[config.mk]
export PLATFORM = sky130hd
export DESIGN_NAME = flog_req_arbiter
export DESIGN_NICKNAME = d
export VERILOG_FILES = /design/src/rtl/flog_req_arbiter.sv
export SDC_FILE = /design/constraint.sdc
export NUM_CORES = 1
export LEC_CHECK = 0
export CORE_ASPECT_RATIO = 0.7
export CORE_MARGIN = 1
export CORE_UTILIZATION = 43
export DETAILED_ROUTE_END_ITERATION = 8
export PLACE_DENSITY = 0.86
export SLEW_MARGIN = 0
export SYNTH_ARGS = -nofsm -noshare
export SYNTH_HDL_FRONTEND = slang
export SYNTH_SLANG_ARGS = --single-unit
export TNS_END_PERCENT = 1
[constraint.sdc]
create_clock -name clk -period 5.15 [get_ports clk]
set_clock_uncertainty 0.1 [all_clocks]
set_input_delay 0.515 -clock clk [delete_from_list [all_inputs] [get_ports clk]]
set_output_delay 0.515 -clock clk [all_outputs]
set_load 0.02 [all_outputs]
[src/rtl/flog_req_arbiter.sv]
// -----------------------------------------------------------------------------
// flog_req_arbiter
//
// Shares one bfloat16 log2 core between N_REQ requesters. One operand is
// accepted at a time using round-robin arbitration. It is sent to the core with
// a single-cycle start pulse. The core result is returned with the requester ID
// on a back-pressured response channel. If the core does not answer within
// TIMEOUT cycles of the start pulse, it is flushed and an error response
// carrying a quiet NaN is returned instead.
//
// Handshake rule (both channels): a transfer happens on the rising clock edge
// where valid and ready are both 1. The source holds valid and data stable
// until that edge. Dropping valid before the transfer withdraws the offer.
//
// Ports:
//   clk, rst          clock, synchronous active-high reset
//   req_valid_i       per-requester operand valid
//   req_ready_o       per-requester accept (one-hot or zero, only in IDLE)
//   req_data_i        packed operands, requester k at [16k+15:16k]
//   core_valid_o      one-cycle start pulse to the core
//   core_sign_o/core_exp_o/core_fract_o   operand fields to the core
//   core_flush_o      one-cycle core reset request after a watchdog expiry
//   core_done_i       core result pulse
//   core_res_i        core result, meaningful only while core_done_i=1
//   rsp_valid_o/rsp_ready_i               response handshake
//   rsp_id_o          requester that owns the response
//   rsp_data_o        log2 result (0x7FC0 on abort)
//   rsp_err_o         1 = watchdog abort
//   busy_o            an operation is in progress
// -----------------------------------------------------------------------------
module flog_req_arbiter #(
    parameter int N_REQ       = 4,
    parameter int ID_W        = 2,
    parameter int EXP_WIDTH   = 8,
    parameter int FRACT_WIDTH = 7,
    parameter int TIMEOUT     = 64
) (
    input  logic                   clk,
    input  logic                   rst,
    input  logic [N_REQ-1:0]       req_valid_i,
    output logic [N_REQ-1:0]       req_ready_o,
    input  logic [N_REQ*16-1:0]    req_data_i,
    output logic                   core_valid_o,
    output logic                   core_sign_o,
    output logic [EXP_WIDTH-1:0]   core_exp_o,
    output logic [FRACT_WIDTH-1:0] core_fract_o,
    output logic                   core_flush_o,
    input  logic                   core_done_i,
    input  logic [15:0]            core_res_i,
    output logic                   rsp_valid_o,
    input  logic                   rsp_ready_i,
    output logic [ID_W-1:0]        rsp_id_o,
    output logic [15:0]            rsp_data_o,
    output logic                   rsp_err_o,
    output logic                   busy_o
);

    localparam int                TMR_W    = $clog2(TIMEOUT);
    localparam logic [TMR_W-1:0]  TMR_LAST = TMR_W'(TIMEOUT - 1);
    localparam logic [ID_W-1:0]   ID_LAST  = ID_W'(N_REQ - 1);
    localparam logic [15:0]       QNAN     = 16'h7FC0;

    typedef enum logic [2:0] {
        S_IDLE  = 3'd0,
        S_ISSUE = 3'd1,
        S_WAIT  = 3'd2,
        S_FLUSH = 3'd3,
        S_RESP  = 3'd4
    } state_t;

    state_t            state_q;
    logic [ID_W-1:0]   rr_ptr_q;
    logic [ID_W-1:0]   rr_ptr_d;
    logic [TMR_W-1:0]  timer_q;
    logic [TMR_W-1:0]  timer_d;
    logic [15:0]       op_q;
    logic [ID_W-1:0]   id_q;
    logic [15:0]       rsp_data_q;
    logic              rsp_err_q;
    logic              rsp_valid_q;
    logic              core_valid_q;
    logic              core_flush_q;
    logic              busy_q;

    // Round-robin winner. The scan from rr_ptr upward wraps to index 0, so
    // the winner is the lowest valid index >= rr_ptr if there is one.
    // Otherwise it is the lowest valid index overall. The downward loop means
    // the last assignment seen is the lowest index.
    logic              hi_found;
    logic              lo_found;
    logic [ID_W-1:0]   hi_idx;
    logic [ID_W-1:0]   lo_idx;
    logic              grant_found;
    logic [ID_W-1:0]   grant_idx;
    logic [15:0]       grant_data;

    always_comb begin
        hi_found = 1'b0;
        lo_found = 1'b0;
        hi_idx   = '0;
        lo_idx   = '0;
        for (int k = N_REQ - 1; k >= 0; k--) begin
            if (req_valid_i[k]) begin
                lo_found = 1'b1;
                lo_idx   = ID_W'(k);
                if (ID_W'(k) >= rr_ptr_q) begin
                    hi_found = 1'b1;
                    hi_idx   = ID_W'(k);
                end
            end
        end
        grant_found = hi_found | lo_found;
        grant_idx   = hi_found ? hi_idx : lo_idx;
    end

    assign grant_data = req_data_i[{grant_idx, 4'b0000} +: 16];
    assign rr_ptr_d   = (grant_idx == ID_LAST) ? '0 : grant_idx + ID_W'(1);
    assign timer_d    = timer_q + TMR_W'(1);

    // Accept only from IDLE. Stay silent while reset is asserted so that no
    // requester believes it was accepted on a reset edge.
    assign req_ready_o = (!rst && state_q == S_IDLE && grant_found)
                         ? (N_REQ'(1) << grant_idx) : '0;

    always_ff @(posedge clk) begin
        if (rst) begin
            state_q      <= S_IDLE;
            rr_ptr_q     <= '0;
            timer_q      <= '0;
            op_q         <= '0;
            id_q         <= '0;
            rsp_data_q   <= '0;
            rsp_err_q    <= 1'b0;
            rsp_valid_q  <= 1'b0;
            core_valid_q <= 1'b0;
            core_flush_q <= 1'b0;
            busy_q       <= 1'b0;
        end else begin
            core_valid_q <= 1'b0;
            core_flush_q <= 1'b0;
            case (state_q)
                S_IDLE: begin
                    if (grant_found) begin
                        op_q         <= grant_data;
                        id_q         <= grant_idx;
                        rr_ptr_q     <= rr_ptr_d;
                        core_valid_q <= 1'b1;
                        busy_q       <= 1'b1;
                        state_q      <= S_ISSUE;
                    end
                end
                S_ISSUE: begin
                    timer_q <= '0;
                    state_q <= S_WAIT;
                end
                S_WAIT: begin
                    timer_q <= timer_d;
                    // A done on the final cycle still wins over the timeout.
                    if (core_done_i) begin
                        rsp_data_q  <= core_res_i;
                        rsp_err_q   <= 1'b0;
                        rsp_valid_q <= 1'b1;
                        state_q     <= S_RESP;
                    end else if (timer_d == TMR_LAST) begin
                        core_flush_q <= 1'b1;
                        state_q      <= S_FLUSH;
                    end
                end
                S_FLUSH: begin
                    rsp_data_q  <= QNAN;
                    rsp_err_q   <= 1'b1;
                    rsp_valid_q <= 1'b1;
                    state_q     <= S_RESP;
                end
                S_RESP: begin
                    if (rsp_ready_i) begin
                        rsp_valid_q <= 1'b0;
                        busy_q      <= 1'b0;
                        state_q     <= S_IDLE;
                    end
                end
                default: begin
                    state_q <= S_IDLE;
                end
            endcase
        end
    end

    assign core_valid_o = core_valid_q;
    assign core_flush_o = core_flush_q;
    assign core_sign_o  = op_q[15];
    assign core_exp_o   = op_q[FRACT_WIDTH +: EXP_WIDTH];
    assign core_fract_o = op_q[FRACT_WIDTH-1:0];
    assign rsp_valid_o  = rsp_valid_q;
    assign rsp_id_o     = id_q;
    assign rsp_data_o   = rsp_data_q;
    assign rsp_err_o    = rsp_err_q;
    assign busy_o       = busy_q;

endmodule

==> results of run 1 <==
worst max-delay path, delay by kind of cell:
family                   cells  cell delay (ns)
AO/OA/AOI/OAI                2             0.54
adder cells (fa/ha/maj)      1             0.35
buffers and inverters        4             1.58
AND/OR/NAND/NOR              1             0.13
Yosys cell counts (2+ instances only):
| cell | n | area, µm² |
|---|---|---|
| ha_1 | 6 | 75.1 |
| nand2b_1 | 2 | 12.5 |
| a21oi_1 | 13 | 65.1 |
| nor2_1 | 38 | 143 |
| xor2_1 | 2 | 17.5 |
| mux2i_1 | 36 | 360 |
| nand3_1 | 4 | 20.0 |
| clkbuf_1 | 11 | 41.3 |
| buf_6 | 3 | 33.8 |
| nand3b_1 | 17 | 128 |
| o21ai_0 | 4 | 20.0 |
| inv_2 | 2 | 7.51 |
| inv_1 | 5 | 18.8 |
| a2bb2oi_1 | 2 | 17.5 |
| nand2_1 | 9 | 33.8 |
| dfxtp_1 | 50 | 1000 |
| buf_2 | 4 | 20.0 |
| nor3_1 | 16 | 80.1 |
| o221ai_1 | 16 | 140 |
| a22oi_1 | 9 | 67.6 |
| and2_1 | 6 | 37.5 |
| nand4_1 | 2 | 12.5 |
| nand2_2 | 2 | 12.5 |
power by group:
| group | switching [mW] | internal, mW |
|---|---|---|
| Sequential | 0.0399 | 0.442 |
| Clock | 0.137 | 0.108 |
| Combinational | 0.248 | 0.243 |
| Total | 0.425 | 0.793 |
kinds of logic (layout without fill, tap and decap cells):
| logic type | count (synthesis) | count (layout) | synth area share [%] |
|---|---|---|---|
| xor gates and xnor gates | 3 | 3 | 1.05 |
| DFF | 50 | 50 | 39.8 |
| AOI/OAI and AO/OA | 52 | 52 | 15.0 |
| adders and majority gates | 6 | 6 | 2.99 |
| and+or+nand+nor | 104 | 104 | 21.5 |
| buffers and inverters | 27 | 146 | 5.28 |
| muxes | 36 | 36 | 14.3 |
sequential cells by signal, indices dropped and copies added, names as in the netlist:
name and cells:
core_flush_o 1, rsp_id_o 2, rsp_valid_o 1, core_valid_o 1
state_q 3, rsp_data_o 16, op_q 16, rr_ptr_q 2
busy_o 1, rsp_err_o 1, timer_q 6
routing by layer:
layer | vias up | share of wire (%) | wire (µm) | GRT usage (%)
met1 | 1216 | 43 | 3320 | 29.8
met3 | 19 | 5.2 | 404 | 6.09
met2 | 83 | 49 | 3810 | 41.9
li1 | 1240 | - | - | -
met4 | 0 | 2.7 | 206 | 11.0
met5 | - | 0 | 0 | 0
placed cells by master (no fill, tap or decap), types with 2 or more instances in the layout:
cell             instances
nand4_1                  2
inv_1                    5
nand3b_1                17
xor2_1                   2
nand2_2                  2
inv_2                    2
a21oi_1                 13
dfxtp_1                 50
clkdlybuf4s50_1        129
nand2b_1                 2
nor3_1                  16
mux2i_1                 36
o221ai_1                16
a2bb2oi_1                2
nand3_1                  4
nand2_1                  9
nor2_1                  38
o21ai_0                  4
and2_1                   6
a22oi_1                  9
clkbuf_8                 6
ha_1                     6
how the worst max path moves through the flow:
stage / from / end / slack, ns / cells after the start
2_1_floorplan: req_valid_i[2] / req_ready_o[0] / 2.83 / 6
3_3_place_gp: req_valid_i[3] / req_ready_o[2] / 1.49 / 8
3_5_place_dp: req_valid_i[3] / req_ready_o[2] / 1.41 / 8
4_1_cts: req_valid_i[3] / req_ready_o[2] / 1.40 / 8
5_1_grt: req_valid_i[1] / req_ready_o[2] / 1.28 / 8
6_report: req_valid_i[3] / req_ready_o[2] / 1.41 / 8
cell type report:
type,instances,area share [%]
Multi-Input combinational cell,201,35.4
Timing Repair Buffer,130,33.3
Sequential cell,50,25.7
Tap cell,72,2.32
Clock buffer,6,2.12
Inverter,8,0.772
Clock inverter,2,0.322
through the flow:
step | hold slack, ns | setup WS (ns) | instances | utilization, %
floorplan | 0.389 | 2.83 | 278 | -
global placement | 0.341 | 1.49 | 461 | 70.0
detailed placement | 0.348 | 1.41 | 461 | 70.0
CTS | 0.361 | 1.40 | 469 | 71.8
global route | 0.395 | 1.28 | 469 | 71.8
finish | 0.363 | 1.41 | 469 | 71.8
==> reports/qor.txt, run 1 <==
Syn Inst Count - 278
Final setup violation count - 0
Critical Path Source Type - input pin
Prevailing post-synth register cell - dfxtp_1
Crit Path Max Fanout - 35
Fmax - 267 MHz
Max incr delay on CP - 0.54 ns
CP Capture Type - primary output
Worst hold-check path type - flop to flop
R2R Setup Slk - 2.78 ns
Total CTS buffers - 5
Clk buf depth - 2
Hold endpoint - rsp_id_o[0]
Initial Util - 46.3%
Syn-to-layout area delta - 54.9%
DP HPWL - 5.75 mm
Share of cells above drive strength 1 - 4.53%
FF/Latch Area - 1000 µm²
LEAKAGE - 1.54 nW
Worst VDD drop - 166 µV
Post-synthesis sequential area ratio - 39.8%
Hold path depth - 2
Final Wtd Congestion - 0.804
Residual DRC - 0
Worst path arrival time - 3.13 ns
Multi-input gate area - 1380 µm²
Largest net degree at the start of global routing - 52
Relative slew slack - 39.4%
Initial antenna violation count - 0
Max-cap viol count - 0
R2r endpoint - op_q[1]
Tot GR Track Use - 24.7%
Final Hold Fails - 0
CP Cell Sequence - clkdlybuf4s50_1 > inv_1 > a22o_1 > a211oi_2 > inv_2 > ha_1 > and2_1 > clkdlybuf4s50_1
Worst-Skew Late Latency - 0.31 ns
Htree depth - 2
First-pass GRT wire length - 11.7 mm
R2r startpoint - state_q[0]
Seq cells post-synth - 50
RSZ-0062 raised after global routing - no
Synth unique cells - 42
Die width - 93.4 µm
Fin Setup TNS - 0 ns
R2R depth - 5
Total power draw - 1.22 mW
Fin crit share - 72.7%
Syn nets - 372
Final instance area - 3890 µm²
Via density - 5.45
Mapped Area - 2510 µm²
Min Tclk post-route - 3.74 ns
Kind of critical path - input pin to primary output
I/O Pins - 131
WP data required - 4.53 ns
Most frequent CP cell - clkdlybuf4s50_1
Outcome - finished clean
Synth warn - 0
CTS root buf - clkbuf_8
Vias - 2558
Iteration-0 DRC count of the detailed router - 89
Total number of clock tree sinks - 50
Die H - 66.0 µm
Power Density - 313 nW/µm²
# fillers - 414
Asr flop ratio synth - 0%
Final #Nets - 490
Worst Tran Pin Value - 0.908 ns
DRT Pass-1 Iters - 5
Hold_buf cts - 0
DRT antenna net count - 0
Vias in the first global route - 2481
Core Region - 5420 µm²
Port Buffers - 130
Placed Area - 3800 µm²
Syn Area/Cell - 9.04 µm²
Worst-path clk slew - 0.09 ns
Final Routed Wirelength - 7.74 mm
Setup bufs post-CTS - 0
Ant. Diodes - 0
Hold_sp - rsp_id_o[0]
Routed length per placed instance - 16.5 µm
Slew Viols, Final - 0
GRT Residual Overflow - 0
Die ar. - 6160 µm²
Number of synthesized flops with an enable pin - 0
# rows - 22
CTS resizes - 0
CP max-delay cell - clkdlybuf4s50_1
CTS tree - done
No activity file was read; power rests on OpenSTA's default activity.
==> run 2: changes to the inputs <==
- CORE_UTILIZATION: 43 -> 40
- PLACE_DENSITY: 0.86 -> 0.81
- clock period: 5.15 -> 3.8 ns (I/O delays scaled with it)
==> run 2 against run 1 <==
Utilization shrank 5.3 points. Hold slack gained 0.0045 ns. Largest cell class unchanged. Die area grew 7.3%. Highest routed layer unchanged.
==> reports/qor.txt, run 2 (same netlist as run 1, synthesis figures left out) <==
Kind of critical path - input pin to primary output
Total number of clock tree sinks - 50
Final Wtd Congestion - 0.802
Iteration-0 DRC count of the detailed router - 150
Die width - 96.7 µm
# rows - 23
Tot GR Track Use - 20.6%
Worst-Skew Late Latency - 0.29 ns
Power Density - 416 nW/µm²
Crit Path Max Fanout - 17
Max-cap viol count - 0
Worst Tran Pin Value - 0.513 ns
DRT antenna net count - 0
Final Routed Wirelength - 7.22 mm
Share of cells above drive strength 1 - 4.75%
CTS tree - done
Ant. Diodes - 0
Final Hold Fails - 0
# fillers - 511
Vias - 2466
GRT Residual Overflow - 0
CP Capture Type - primary output
Syn-to-layout area delta - 56.0%
Worst path arrival time - 2.70 ns
WP data required - 3.32 ns
Initial antenna violation count - 0
Routed length per placed instance - 15.2 µm
Setup ws final - 0.615 ns
Multi-input gate area - 1380 µm²
Most frequent cells in the layout - clkdlybuf4s50_1 (130), dfxtp_1 (50), nor2_1 (38)
FF/Latch Area - 1000 µm²
Most common cell after layout, fill and taps aside - clkdlybuf4s50_1
LEAKAGE - 1.55 nW
Min Tclk post-route - 3.18 ns
Htree depth - 2
CTS root buf - clkbuf_8
Vias in the first global route - 2313
Fin Setup TNS - 0 ns
Slew Viols, Final - 0
Setup bufs post-CTS - 0
Die H - 68.3 µm
Port Buffers - 130
Pre-CTS WS - 0.625 ns
Residual DRC - 0
CTS resizes - 0
Largest net degree at the start of global routing - 51
Outcome - finished clean
Worst VDD drop - 206 µV
RSZ-0062 raised after global routing - no
Worst-path clk slew - 0.08 ns
I/O Pins - 131
Worst hold-check path type - flop to flop
Final setup violation count - 0
Hold_buf cts - 0
DP HPWL - 5.45 mm
Final #Nets - 493
Core Region - 5900 µm²
Fin crit share - 83.8%
Total CTS buffers - 5
Critical Path Source Type - input pin
Fmax - 314 MHz
First-pass GRT wire length - 11.0 mm
Clk buf depth - 2
Relative slew slack - 65.6%
Via density - 5.19
Initial Util - 42.6%
DRT Pass-1 Iters - 4
Die ar. - 6610 µm²
-- run 2: changes by cell type in the layout (fill, tap and decap cells not counted) --
cell / change
buf_4: +3
clkinvlp_4: -1
buf_2: -1
clkdlybuf4s50_1: +1
clkbuf_1: +1
-- run 2: final timing paths --
path | startpoint | to | slack [ns] | depth (start not counted)
max | req_valid_i[3] | req_ready_o[2] | 0.62 | 8
min | busy_o | busy_o | 0.37 | 2
max reg2reg | rr_ptr_q[0] | rr_ptr_q[0] | 1.67 | 7
min reg2reg | busy_o | busy_o | 0.37 | 2
-- run 2: worst max-delay path: stages --
cell	delay, ns
clkdlybuf4s50_1	0.54
inv_1	0.06
a22o_1	0.21
a211oi_2	0.32
inv_2	0.26
ha_1	0.28
and2_1	0.13
clkdlybuf4s50_1	0.53
-- run 2: layout make-up --
| type | count | share of cell area (%) |
|---|---|---|
| Timing Repair Buffer | 133 | 33.8 |
| Clock buffer | 7 | 2.20 |
| Sequential cell | 50 | 25.5 |
| Inverter | 8 | 0.766 |
| Multi-Input combinational cell | 201 | 35.2 |
| Clock inverter | 1 | 0.128 |
| Tap cell | 75 | 2.39 |
-- run 2: stage by stage --
step / instance area, µm² / std cells / power (mW) / hold slack (ns) / util [%]
after floorplan: 2510 / 278 / 1.05 / 0.389 / -
after global placement: 3830 / 467 / 1.31 / 0.344 / 64.9
after detailed placement: 3830 / 467 / 1.33 / 0.356 / 64.9
after CTS: 3920 / 475 / 1.64 / 0.368 / 66.4
after global routing: 3920 / 475 / 1.72 / 0.394 / 66.4
final: 3920 / 475 / 1.63 / 0.367 / 66.4
-- run 2: metal layers --
metal	routed length, µm	track usage (%)
met5	0	0
met4	42	4.10
met3	370	5.21
met2	3590	36.0
met1	3220	26.3
-- run 2: report_power, final --
part	internal (mW)	switching [mW]	leakage, nW
logic	0.335	0.331	1.10
registers	0.599	0.0508	0.409
clock network	0.147	0.166	0.0482
total	1.08	0.548	1.55
